File: config.mk
export PLATFORM = sky130hd
export DESIGN_NAME = mm_seq_ctrl
export DESIGN_NICKNAME = d
export VERILOG_FILES = /design/src/rtl/mm_pkg.sv /design/src/rtl/mm_opbuf.sv /design/src/rtl/mm_seq_ctrl.sv
export SDC_FILE = /design/constraint.sdc
export NUM_CORES = 1
export LEC_CHECK = 0
export CAP_MARGIN = 25
export CELL_PAD_IN_SITES_DETAIL_PLACEMENT = 0
export CELL_PAD_IN_SITES_GLOBAL_PLACEMENT = 1
export CORE_MARGIN = 8
export CORE_UTILIZATION = 40
export CTS_CLUSTER_SIZE = 30
export DETAILED_ROUTE_END_ITERATION = 6
export GPL_TIMING_DRIVEN = 1
export PLACE_DENSITY_LB_ADDON = 0.1
export SLEW_MARGIN = 20
export SYNTH_ARGS = -nofsm -noshare
export SYNTH_HDL_FRONTEND = slang
export SYNTH_HIERARCHICAL = 1
export SYNTH_SLANG_ARGS = --single-unit
File: constraint.sdc
create_clock -name CLK -period 2.5 [get_ports CLK]
set_input_delay 0.75 -clock CLK [delete_from_list [all_inputs] [get_ports CLK]]
set_output_delay 0.75 -clock CLK [all_outputs]
set_load 0.01 [all_outputs]
File: src/rtl/mm_pkg.sv
// Shared definitions for the systolic matrix-multiply sequencer.
// Holds the controller state encoding, default element widths and a small
// index-width helper that never returns zero.
package mm_pkg;

    localparam int MM_DW = 8;
    localparam int MM_CW = 16;

    typedef enum logic [2:0] {
        IDLE   = 3'd0,
        CLR    = 3'd1,
        STREAM = 3'd2,
        FLUSH  = 3'd3,
        WAIT   = 3'd4,
        RESULT = 3'd5
    } mm_state_e;

    // Width of an index able to address n entries; a 1-entry space still
    // gets a 1-bit index so port declarations stay legal.
    function automatic int mm_idx_w(input int n);
        return (n > 1) ? $clog2(n) : 1;
    endfunction

endpackage

File: src/rtl/mm_opbuf.sv
// Operand buffer: M x M register file of DW-bit elements.
// One element write port (out-of-range coordinates simply match no element
// and are dropped). One combinational read port returning either column
// i_rd_idx (RD_COL=1, element i = mem[i][idx]) or row i_rd_idx (RD_COL=0,
// element j = mem[idx][j]). Contents clear only on reset.
module mm_opbuf
    import mm_pkg::*;
#(
    parameter int M      = 3,
    parameter int DW     = MM_DW,
    parameter int IW     = 2,
    parameter int KW     = 3,
    parameter bit RD_COL = 1'b1
) (
    input  logic            i_clk,
    input  logic            i_rst,
    input  logic            i_wr_en,
    input  logic [IW-1:0]   i_wr_row,
    input  logic [IW-1:0]   i_wr_col,
    input  logic [DW-1:0]   i_wr_data,
    input  logic [KW-1:0]   i_rd_idx,
    output logic [M*DW-1:0] o_rd_data
);

    logic [DW-1:0] r_mem [M][M];

    // Element write; the address compare also filters row/col >= M.
    always_ff @(posedge i_clk or posedge i_rst) begin
        if (i_rst) begin
            for (int r = 0; r < M; r++) begin
                for (int c = 0; c < M; c++) begin
                    r_mem[r][c] <= '0;
                end
            end
        end else if (i_wr_en) begin
            for (int r = 0; r < M; r++) begin
                for (int c = 0; c < M; c++) begin
                    if (i_wr_row == IW'(r) && i_wr_col == IW'(c)) begin
                        r_mem[r][c] <= i_wr_data;
                    end
                end
            end
        end
    end

    // Read port: one mux per output lane, selecting along column or row.
    for (genvar gi = 0; gi < M; gi++) begin : g_rd
        logic [DW-1:0] w_sel;

        // Select lane gi of column/row i_rd_idx.
        always_comb begin
            w_sel = '0;
            for (int r = 0; r < M; r++) begin
                if (i_rd_idx == KW'(r)) begin
                    w_sel = RD_COL ? r_mem[gi][r] : r_mem[r][gi];
                end
            end
        end

        assign o_rd_data[gi*DW +: DW] = w_sel;
    end

endmodule

File: src/rtl/mm_seq_ctrl.sv
// Sequencing controller for the M x M systolic matrix-multiply array.
// Buffers A and B from a host port, then on start: clears the array,
// streams M operand beats, flushes the skew with 2M-2 zero beats, waits for
// the array result and hands it to the consumer via valid/ready.
// Registered outputs are computed from the next state so they line up with
// the state they belong to. arr_rdy_out, ld_rdy and done decode the current
// state. Optional busy-cycle counter: define MM_SEQ_PERF_EN.
module mm_seq_ctrl
    import mm_pkg::*;
#(
    parameter int M  = 3,
    parameter int DW = MM_DW,
    parameter int CW = MM_CW
) (
    input  logic                   CLK,
    input  logic                   rst,
    input  logic                   ld_vld,
    output logic                   ld_rdy,
    input  logic                   ld_sel,
    input  logic [mm_idx_w(M)-1:0] ld_row,
    input  logic [mm_idx_w(M)-1:0] ld_col,
    input  logic [DW-1:0]          ld_data,
    input  logic                   start,
    output logic                   busy,
    output logic                   arr_clr,
    output logic [M*DW-1:0]        arr_a,
    output logic [M*DW-1:0]        arr_b,
    output logic                   arr_vld_in,
    input  logic                   arr_rdy_in,
    input  logic                   arr_vld_out,
    output logic                   arr_rdy_out,
    output logic                   res_vld,
    input  logic                   res_rdy,
    output logic                   done,
    output logic [31:0]            perf_cycles
);

    localparam int IW = mm_idx_w(M);
    localparam int KW = mm_idx_w(2 * M);

    // Results come straight from the array, so CW only has to be wide
    // enough for a DW x DW product; reject nonsensical configurations.
    if (CW < 2 * DW) begin : g_cw_chk
        $error("mm_seq_ctrl: CW narrower than a DW x DW product");
    end

    mm_state_e       r_state;
    mm_state_e       w_state_next;
    logic [KW-1:0]   r_cnt;
    logic [KW-1:0]   w_cnt_next;
    logic            w_beat_acc;
    logic            w_ld_wr;
    logic [M*DW-1:0] w_col_a;
    logic [M*DW-1:0] w_row_b;

    logic            r_busy;
    logic            r_clr;
    logic            r_vld_in;
    logic            r_res_vld;
    logic [M*DW-1:0] r_arr_a;
    logic [M*DW-1:0] r_arr_b;

    assign w_beat_acc = r_vld_in && arr_rdy_in;
    assign w_ld_wr    = ld_vld && (r_state == IDLE);

    mm_opbuf #(
        .M(M), .DW(DW), .IW(IW), .KW(KW), .RD_COL(1'b1)
    ) u_buf_a (
        .i_clk    (CLK),
        .i_rst    (rst),
        .i_wr_en  (w_ld_wr && !ld_sel),
        .i_wr_row (ld_row),
        .i_wr_col (ld_col),
        .i_wr_data(ld_data),
        .i_rd_idx (w_cnt_next),
        .o_rd_data(w_col_a)
    );

    mm_opbuf #(
        .M(M), .DW(DW), .IW(IW), .KW(KW), .RD_COL(1'b0)
    ) u_buf_b (
        .i_clk    (CLK),
        .i_rst    (rst),
        .i_wr_en  (w_ld_wr && ld_sel),
        .i_wr_row (ld_row),
        .i_wr_col (ld_col),
        .i_wr_data(ld_data),
        .i_rd_idx (w_cnt_next),
        .o_rd_data(w_row_b)
    );

    // Next state and beat counter; the counter clears on any state change.
    always_comb begin
        w_state_next = r_state;
        w_cnt_next   = r_cnt;
        case (r_state)
            IDLE: begin
                if (start) w_state_next = CLR;
            end
            CLR: begin
                w_state_next = STREAM;
            end
            STREAM: begin
                if (w_beat_acc) begin
                    if (r_cnt == KW'(M - 1)) begin
                        w_state_next = (M > 1) ? FLUSH : WAIT;
                    end else begin
                        w_cnt_next = r_cnt + KW'(1);
                    end
                end
            end
            FLUSH: begin
                if (w_beat_acc) begin
                    if (r_cnt == KW'(2 * M - 3)) begin
                        w_state_next = WAIT;
                    end else begin
                        w_cnt_next = r_cnt + KW'(1);
                    end
                end
            end
            WAIT: begin
                if (arr_vld_out) w_state_next = RESULT;
            end
            RESULT: begin
                if (res_rdy) w_state_next = IDLE;
            end
            default: begin
                w_state_next = IDLE;
            end
        endcase
        if (w_state_next != r_state) w_cnt_next = '0;
    end

    // State and counter registers.
    always_ff @(posedge CLK or posedge rst) begin
        if (rst) begin
            r_state <= IDLE;
            r_cnt   <= '0;
        end else begin
            r_state <= w_state_next;
            r_cnt   <= w_cnt_next;
        end
    end

    // Registered outputs decoded from the upcoming state; during a stall
    // the counter holds, so the same column/row is re-read and stays put.
    always_ff @(posedge CLK or posedge rst) begin
        if (rst) begin
            r_busy    <= 1'b0;
            r_clr     <= 1'b0;
            r_vld_in  <= 1'b0;
            r_res_vld <= 1'b0;
            r_arr_a   <= '0;
            r_arr_b   <= '0;
        end else begin
            r_busy    <= (w_state_next != IDLE);
            r_clr     <= (w_state_next == CLR);
            r_vld_in  <= (w_state_next == STREAM) || (w_state_next == FLUSH);
            r_res_vld <= (w_state_next == RESULT);
            r_arr_a   <= (w_state_next == STREAM) ? w_col_a : '0;
            r_arr_b   <= (w_state_next == STREAM) ? w_row_b : '0;
        end
    end

    assign busy        = r_busy;
    assign arr_clr     = r_clr;
    assign arr_vld_in  = r_vld_in;
    assign res_vld     = r_res_vld;
    assign arr_a       = r_arr_a;
    assign arr_b       = r_arr_b;
    assign ld_rdy      = (r_state == IDLE);
    assign arr_rdy_out = (r_state == RESULT) && res_rdy;
    assign done        = (r_state == RESULT) && res_rdy;

`ifdef MM_SEQ_PERF_EN
    logic [31:0] r_perf;

    // Saturating count of cycles with busy high.
    always_ff @(posedge CLK or posedge rst) begin
        if (rst) begin
            r_perf <= '0;
        end else if (r_busy && (r_perf != 32'hFFFF_FFFF)) begin
            r_perf <= r_perf + 32'd1;
        end
    end

    assign perf_cycles = r_perf;
`else
    assign perf_cycles = '0;
`endif

endmodule

Yosys cells after proc, flatten, opt, wreduce, memory -nomap -nowiden:

Cells that the tools add are included.

* $add $sub $neg: 1
* eq/ne operators: 18
* reductions and logical operators: 39
* multiplexer cells: 34

Operators by type and width (number)
* 2-to-1 mux 8 bit: 18
* 2-to-1 mux 24 bit: 2
* 2-to-1 mux 3 bit: 12
* AND reduction 2 bit: 18
* == test 3 x 2 -> 1 bit (second input constant): 7
* one-hot mux 3 bit (6 select lines): 1
* logical AND 1 bit: 14
* == test 3 x 1 -> 1 bit (second input constant): 3
* == test 3 bit (second input constant): 3
* logical NOT 3 bit: 2
* one-hot mux 3 bit (2 select lines): 1
* == test 2 x 1 -> 1 bit (second input constant): 2
* == test 2 bit (second input constant): 2
* logical NOT 2 bit: 2
* adder 3 x 1 -> 3 bit (second input constant): 1
* inequality test 3 bit: 1
* nonzero test 3 bit: 1
* logical NOT 1 bit: 1
* logical OR 1 bit: 1

* logic and storage cells: 118
* input port bits: 20
* output and inout bits: 87
* bits in registers: 202

Depth between registers and ports, before layout:

Gate-level depths: netlist (run 1).

* depth after elaboration: 11
* depth in mapped cells: 13
* gate-level depth less buffers: 10

By module:

The synthesis (run 1) kept the hierarchy.

By module, submodules not included
* mm_opbuf (u_buf_a): times used 1, area an instance 3402.0 sq um, cells an instance 247, seq. area each 1801.7 sq um
* mm_opbuf (u_buf_b): times used 1, area an instance 3393.3 sq um, cells an instance 246, seq. area each 1801.7 sq um
* mm_seq_ctrl: times used 1, area an instance 2448.6 sq um, cells an instance 200, seq. area each 1451.4 sq um

Least setup slack after synthesis (run 1):

OpenSTA, ideal clock, no wires.

* path kind: register to register
* start point: register r_cnt[0]
* end point: register r_arr_a[20] (netlist: arr_a[20])
* arrival time: 2.570 ns
* period minus slack after synthesis: 2.689 ns
* data required time: 2.381 ns
* cell stages (with the launch flop): 13
* buffers on the path: 2
* setup slack: -0.189 ns
* library setup time: 0.119 ns
* cell sequence: dfrtp_1 -> ha_1 -> ha_1 -> and2_1 -> nor3_1 -> nor2_1 -> a211oi_1 -> buf_2 -> buf_2 -> mux2i_1 -> a2bb2oi_1 -> nor2_1 -> and2_1

* word-level cells in the longest chain between the ends: 11
* elaborated cells between the ends (all ways): 23
* those cells by class: add/sub: 1; eq/ne: 6; mux: 15; reduce/logical: 1

Ends and longest elaborated chain
* start: declaration: line mm_seq_ctrl.sv:49 `logic [KW-1:0] r_cnt;`
* start signal: assignment: line mm_seq_ctrl.sv:141 `r_cnt <= w_cnt_next;`
* == test 3 x 2 -> 1 bit, on equally long branches: line mm_seq_ctrl.sv:114, mm_seq_ctrl.sv:105
* 2-to-1 mux 3 bit, on equally long branches: line mm_seq_ctrl.sv:114, mm_seq_ctrl.sv:105
* 2-to-1 mux 3 bit, on equally long branches: line mm_seq_ctrl.sv:113, mm_seq_ctrl.sv:104
* one-hot mux 3 bit (6 select lines): line mm_seq_ctrl.sv:96 `case (r_state)`
* inequality test 3 bit: line mm_seq_ctrl.sv:131 `if (w_state_next != r_state) w_cnt_next = '0;`
* 2-to-1 mux 3 bit *: line mm_seq_ctrl.sv:131
* net w_cnt_next[1]: line mm_seq_ctrl.sv:50 `logic [KW-1:0] w_cnt_next;`
* logical NOT 3 bit: line mm_opbuf.sv:54 `if (i_rd_idx == KW'(r)) begin`
* 2-to-1 mux 8 bit (2 in series): line mm_opbuf.sv:54
* 2-to-1 mux 8 bit *: line mm_opbuf.sv:54
* net w_col_a[20]: line mm_seq_ctrl.sv:53 `logic [M*DW-1:0] w_col_a;`
* 2-to-1 mux 24 bit *: line mm_seq_ctrl.sv:160 `r_arr_a <= (w_state_next == STREAM) ? w_col_a : '0;`
* end signal: assignment: line mm_seq_ctrl.sv:160
* end: declaration: line mm_seq_ctrl.sv:60 `logic [M*DW-1:0] r_arr_a;`

The timed path passes the listed nets; every way through them passes the cells marked *.
A chain may end at the register's enable or synchronous reset.

Worst setup path after layout (run 1):

* start point: register r_cnt[1]
* end point: register r_arr_a[15] (netlist: arr_a[15])

Same word-level chain as after synthesis.

==> summary.txt, run 1 <==
Clock tree
  • Cts hold-fix bufs: 0
  • Max Root-Sink Buffers: 3
  • Cts bufs inserted: 23
  • Root buffer cell: clkbuf_16
  • Worst-Skew Late Latency: 0.51 ns
  • Clk slew on worst S/H paths: 0.06 ns
  • CTS tree: done
  • Htree depth: 1
  • CTS Sinks: 202

Timing
  • Crit path time final: 2.54 ns
  • Final setup fails: 9
  • Final hold viol count: 0
  • Tcrit/Tclk final: 1.02
  • Setup slack after layout: -0.0442 ns
  • Unrepaired setup endpoints after global routing: true
  • Hold Slack: 0.503 ns
  • Max Slew Vio Count: 0
  • FMAX: 393 MHz
  • Worst Clk Skew: 0.0166 ns

Detailed routing
  • Final ANT Viol Nets: 0
  • Drt via density: 5.17
  • Final wirelength: 22900 um
  • # DRC: 0
  • Via total after detailed routing: 5864
  • Post-DR wirelength/cell: 20.2 um
  • DR iter-0 viols: 305
  • First drt pass iteration count: 5

Logic synthesis
  • Mapped Area: 9240 um2
  • Yosys reg bits: 202
  • Seq/Total Area, Yosys: 0.547
  • Avg Cell Area, Syn: 13.3 um2
  • Post-synth top area cell: dfrtp_1
  • Ranking of synthesized cells by area: dfrtp_1, mux2_2, mux2i_1
  • Synth Instances: 693
  • Synth top area share: 0.547
  • Ys flop type: dfrtp_1
  • Netlist cell types: 39
  • Synth warn: 6
  • EDFF count, synth: 0
  • Ys async rst share: 1.00

Worst hold path
  • Worst Hold Depth: 1
  • Hold Crit Class: flip-flop to flip-flop
  • Hold Path Sink: u_buf_a/r_mem[17]
  • Hold Startpoint: u_buf_a/r_mem[17]

Global routing
  • Gr usage total: 0.161
  • First-pass GRT wire length: 36400 um
  • Largest net degree at the start of global routing: 59
  • Vias in the first global route: 6483
  • Remaining global-route overflow: 0
  • Initial antenna violation count: 0

Finish
  • Final Cell Area: 12000 um2
  • Most common cell after layout, fill and taps aside: dfrtp_1
  • Layout area overhead: 29.8%
  • Most frequent cells in the layout: dfrtp_1, mux2_2, clkdlybuf4s50_1
  • Fin util: 0.530
  • Layout cells sized above 1: 0.380
  • Nets: 857
  • Diode count: 0

Worst setup path
  • CP startpoint kind: flip-flop
  • Setup crit end kind: flip-flop
  • CP cell instances: ha_2 -> ha_4 -> and2_4 -> nor3_4 -> xnor2_2 -> nor2_4 -> buf_12 -> buf_4 -> mux2i_2 -> a2bb2oi_1 -> nor2_1 -> and2_1
  • Largest stage delay on the critical path: 0.40 ns
  • Worst R2R Path Depth: 12
  • Worst reg2reg setup slack: -0.04 ns
  • Worst r2r dst: arr_a[15]
  • CP required: 2.90 ns
  • Crit path from: r_cnt[1]
  • Crit path DAT: 2.95 ns
  • Critical path class: flip-flop to flip-flop
  • R2r startpoint: r_cnt[1]
  • Worst path slowest cell: dfrtp_1
  • Crit-path max FO: 11

Floorplan
  • Floorplan core area: 22600 um2
  • Die height: 168 um
  • Row Count: 55
  • I/O pins: 107
  • Die area: 28200 um2
  • Die Span X: 168 um
  • Starting Density: 0.408

Outcome
  • Status: finished with violations
  • Failing checks: negative setup slack

Pwr
  • Pleak: 5.81 nW
  • Pwr dens: 1150 nW/um2
  • Worst VDD drop: 0.000803 V

Flow run
  • Max cap viols: 0

Placed design
  • Input/output buffers: 74
  • Final HPWL DP: 14000 um
  • Placed cell areas: 10800 um2
  • Dpl ws: -0.778 ns
  • RePlAce Congestion: 0.777
power by group:
part | total, W | switching, W | leakage [nW] | internal, W
clock | 0.00320 | 0.00133 | 0.361 | 0.00187
combinational | 0.00656 | 0.00311 | 2.67 | 0.00345
sequential | 0.00402 | 0.000287 | 2.78 | 0.00373
critical path, delay by kind of cell, from the launching register on:
| kind | cells | cell delay [ns] |
|---|---|---|
| multiplexers | 1 | 0.23 |
| flip-flops | 1 | 0.40 |
| adder cells (fa/ha/maj) | 2 | 0.38 |
| AO/OA/AOI/OAI | 1 | 0.19 |
| AND/OR/NAND/NOR | 5 | 0.79 |
| XOR/XNOR | 1 | 0.13 |
| buffers and inverters | 2 | 0.32 |
per-stage QoR:
stage	total power (W)	TNS [ns]	instances
4_1_cts	0.0128	-0.201	1124
3_3_place_gp	0.00926	-36.26	1079
2_1_floorplan	0.00730	0	724
6_report	0.0138	-0.157	1135
3_5_place_dp	0.00934	-38.74	1079
5_1_grt	0.0145	-4.61	1135
how the worst max path moves through the flow:
stage,end,slack [ns],cells after the start
2_1_floorplan,arr_b[0],0.02,11
3_3_place_gp,arr_a[21],-0.72,10
3_5_place_dp,arr_a[20],-0.78,10
4_1_cts,arr_a[15],-0.05,12
5_1_grt,arr_b[23],-0.14,12
6_report,arr_a[15],-0.04,12
flip-flops by register name, indices dropped and copies added (netlist names):
register / cells
u_buf_a/r_mem: 72
r_cnt: 3
arr_a: 24
u_buf_b/r_mem: 72
arr_vld_in: 1
res_vld: 1
busy: 1
r_state: 3
arr_b: 24
arr_clr: 1
routing by layer:
metal	part of all wire	vias up	routed length (um)	track usage
met4	0.015	0	334	0.0369
met2	0.46	160	10600	0.260
met1	0.47	3028	10800	0.219
met3	0.054	25	1250	0.0325
met5	0	-	0	0
li1	-	2651	-	-
cell usage after synthesis (all sizes together), types with 2 or more instances:
cell / number
a21oi: 2
a2bb2oi: 48
a311oi: 2
and2: 51
buf: 55
clkbuf: 12
dfrtp: 202
ha: 4
inv: 6
mux2: 144
mux2i: 50
nand2: 5
nand2b: 9
nand3b: 9
nor2: 64
nor2b: 3
nor3: 3
nor3b: 3
o21ai: 2
or3: 6
xnor2: 2
area by class of cell:
type                            count  area [um2]
Tap cell                          285         357
Timing Repair Buffer              151        1680
Inverter                            6        30.0
Multi-Input combinational cell    449        4160
Sequential cell                   202        5050
Clock buffer                       34         677
Fill cell                        1907       10600
Clock inverter                      8        46.3
timing repair:
item / 4_1_cts / 5_1_grt
endpoints found under the setup margin: 51 / 51
pin swaps: 1 / 12
resized for setup: 18 / 55
cloned: 1 / 3
buffers inserted: 2 / 8
logic make-up (layout without fill, tap and decap cells):
| group | after synthesis | in the layout | synth area share |
|---|---|---|---|
| other cells | 1 | 32 | 0.000406 |
| buf+inv | 73 | 199 | 0.0516 |
| mux | 194 | 194 | 0.243 |
| xor+xnor | 2 | 2 | 0.00190 |
| compound gates | 58 | 58 | 0.0544 |
| flops | 202 | 202 | 0.547 |
| fa+ha+maj | 4 | 4 | 0.00541 |
| simple gates | 159 | 159 | 0.0969 |
No activity file was read; power rests on OpenSTA's default activity.
==> inputs of run 2 (changes only) <==
--- a/config.mk
+++ b/config.mk
@@ -9,7 +9,7 @@
 export CELL_PAD_IN_SITES_DETAIL_PLACEMENT = 0
 export CELL_PAD_IN_SITES_GLOBAL_PLACEMENT = 1
 export CORE_MARGIN = 8
-export CORE_UTILIZATION = 40
+export CORE_UTILIZATION = 42
 export CTS_CLUSTER_SIZE = 30
 export DETAILED_ROUTE_END_ITERATION = 6
 export GPL_TIMING_DRIVEN = 1
==> run 2 against run 1 <==
- the flow still finishes with violations (negative setup slack)
- fmax up 1.1%
- non-clock buffer count up 2
- first-iteration DRC count shrank 33%
- hold slack better by 0.0012 ns
- global-route usage up 0.82 points
- cell count shrank 0.62%
- count of clock-buffer cells in the layout fell by 1
- combinational power grew 2%
- setup slack improved by 0.028 ns
- clock power rose by 3%
- routed wire length up 1.3%
- largest cell class unchanged
- highest routed layer unchanged
==> summary.txt, run 2 (synthesized netlist as in run 1, its figures left out) <==
Outcome
  • Status: finished with violations
  • Failing checks: negative setup slack

Clock tree
  • Clk slew on worst S/H paths: 0.06 ns
  • Root buffer cell: clkbuf_16
  • Cts bufs inserted: 24
  • Htree depth: 1
  • CTS tree: done
  • Worst-Skew Late Latency: 0.52 ns
  • CTS Sinks: 202
  • Max Root-Sink Buffers: 3

Finish
  • Diode count: 0
  • Largest registers: u_buf_a/r_mem: 72 flops, u_buf_b/r_mem: 72 flops
  • Most frequent cells in the layout: dfrtp_1, mux2_2, clkdlybuf4s50_1
  • Layout area overhead: 30.0%
  • Layout cells sized above 1: 0.381
  • Final Cell Area: 12000 um2
  • Nets: 860
  • Most common cell after layout, fill and taps aside: dfrtp_1

Global routing
  • Initial antenna violation count: 0
  • Largest net degree at the start of global routing: 73
  • Remaining global-route overflow: 0
  • Vias in the first global route: 6298
  • First-pass GRT wire length: 35600 um
  • Gr usage total: 0.169

Worst hold path
  • Hold Path Sink: u_buf_b/r_mem[43]
  • Worst Hold Depth: 1
  • Hold Startpoint: u_buf_b/r_mem[43]
  • Hold Crit Class: flip-flop to flip-flop

Worst setup path
  • Setup crit end kind: flip-flop
  • Worst r2r dst: arr_b[5]
  • Largest stage delay on the critical path: 0.40 ns
  • CP startpoint kind: flip-flop
  • Most used cell, CP: buf_12
  • Crit-path max FO: 9
  • Worst path slowest cell: dfrtp_1
  • CP required: 2.89 ns
  • Crit path DAT: 2.90 ns
  • Critical path class: flip-flop to flip-flop
  • Worst R2R Path Depth: 12
  • CP cell instances: ha_2 -> ha_4 -> and2_4 -> nor3_4 -> xnor2_2 -> nor2_4 -> buf_12 -> buf_12 -> mux2i_1 -> a2bb2oi_1 -> nor2_1 -> and2_1
  • Worst path top cell family by delay: simple AND/OR/NAND/NOR gates
  • R2r startpoint: r_cnt[1]
  • Worst reg2reg setup slack: -0.02 ns
  • Worst Path Buf+Inv: 2

Detailed routing
  • Via total after detailed routing: 5817
  • DR iter-0 viols: 205
  • # DRC: 0
  • Final ANT Viol Nets: 0
  • Drt via density: 5.16
  • Final wirelength: 23300 um
  • Post-DR wirelength/cell: 20.6 um
  • First drt pass iteration count: 4

Floorplan
  • Starting Density: 0.426
  • Floorplan core area: 21700 um2
  • Row Count: 54
  • Die area: 27000 um2
  • Die height: 164 um
  • I/O pins: 107
  • Die Span X: 164 um

Placed design
  • Input/output buffers: 74
  • Placed cell areas: 10800 um2
  • Final HPWL DP: 14500 um
  • RePlAce Congestion: 0.820

Timing
  • FMAX: 397 MHz
  • Setup slack after layout: -0.0162 ns
  • Slew @ Worst Pin: 0.508 ns
  • Unrepaired setup endpoints after global routing: true
  • Final hold viol count: 0
  • Worst Clk Skew: 0.0213 ns
  • Crit path time final: 2.52 ns
  • Final setup fails: 3
  • Max Slew Vio Count: 0
  • Max-slew headroom: 0.661
  • Tcrit/Tclk final: 1.01

Flow run
  • Max cap viols: 0

Pwr
  • Total Power: 0.0140 W
  • Pleak: 5.84 nW
  • Pwr dens: 1170 nW/um2
  • Worst VDD drop: 0.000768 V
## run 2: where the power goes
group	switching (W)	internal (W)
logic	0.00315	0.00352
clock network	0.00129	0.00202
registers	0.000282	0.00373
total	0.00473	0.00927
## run 2: how the worst max path moves through the flow
stage	to	start	cells past startpoint	slack (ns)
final	arr_b[5]	r_cnt[1]	12	-0.02
after global routing	arr_b[5]	r_cnt[0]	12	-0.12
after CTS	arr_a[21]	arr_rdy_in	11	-0.001
after detailed placement	arr_a[21]	arr_rdy_in	10	-0.74
after global placement	arr_a[22]	arr_rdy_in	10	-0.66
after floorplan	arr_b[0]	arr_rdy_in	11	0.02
## run 2: cell type report
type	instances	area [um2]
Fill cell	1790	9670
Sequential cell	202	5060
Multi-Input combinational cell	449	4130
Timing Repair Buffer	153	1710
Clock buffer	33	696
Tap cell	280	350
Clock inverter	5	52.6
Inverter	6	30.0
## run 2: timing repair
| action | 4_1_cts | 5_1_grt |
|---|---|---|
| buffers inserted | 5 | 4 |
| endpoints found under the setup margin | 51 | 51 |
| cloned | 1 | 5 |
| pin swaps | 2 | 9 |
| hold buffers | 0 | 0 |
| resized for setup | 20 | 48 |
## run 2: per-layer routing
layer / GRT usage / up-vias / part of all wire
met2: 0.271 / 135 / 0.47
met3: 0.0278 / 27 / 0.049
met5: 0 / - / 0
met4: 0.0455 / 0 / 0.013
met1: 0.233 / 3008 / 0.47
li1: - / 2647 / -
## run 2: per-stage QoR
stage | utilization | hold slack, ns | TNS (ns) | instances | setup slack (ns)
2_1_floorplan | - | 0.479 | 0 | 724 | 0.0203
3_3_place_gp | 0.497 | 0.487 | -29.09 | 1076 | -0.658
3_5_place_dp | 0.497 | 0.492 | -32.13 | 1076 | -0.738
4_1_cts | 0.536 | 0.505 | -0.00103 | 1120 | -0.00103
5_1_grt | 0.554 | 0.515 | -4.34 | 1128 | -0.117
6_report | 0.554 | 0.504 | -0.0434 | 1128 | -0.0162
## run 2: worst register-to-register path, delay by kind of cell (launching register included)
kind	cells	cell delay, ns
XOR/XNOR	1	0.11
adder cells (fa/ha/maj)	2	0.38
multiplexers	1	0.23
flip-flops	1	0.40
AO/OA/AOI/OAI	1	0.21
buffers and inverters	2	0.33
AND/OR/NAND/NOR	5	0.73
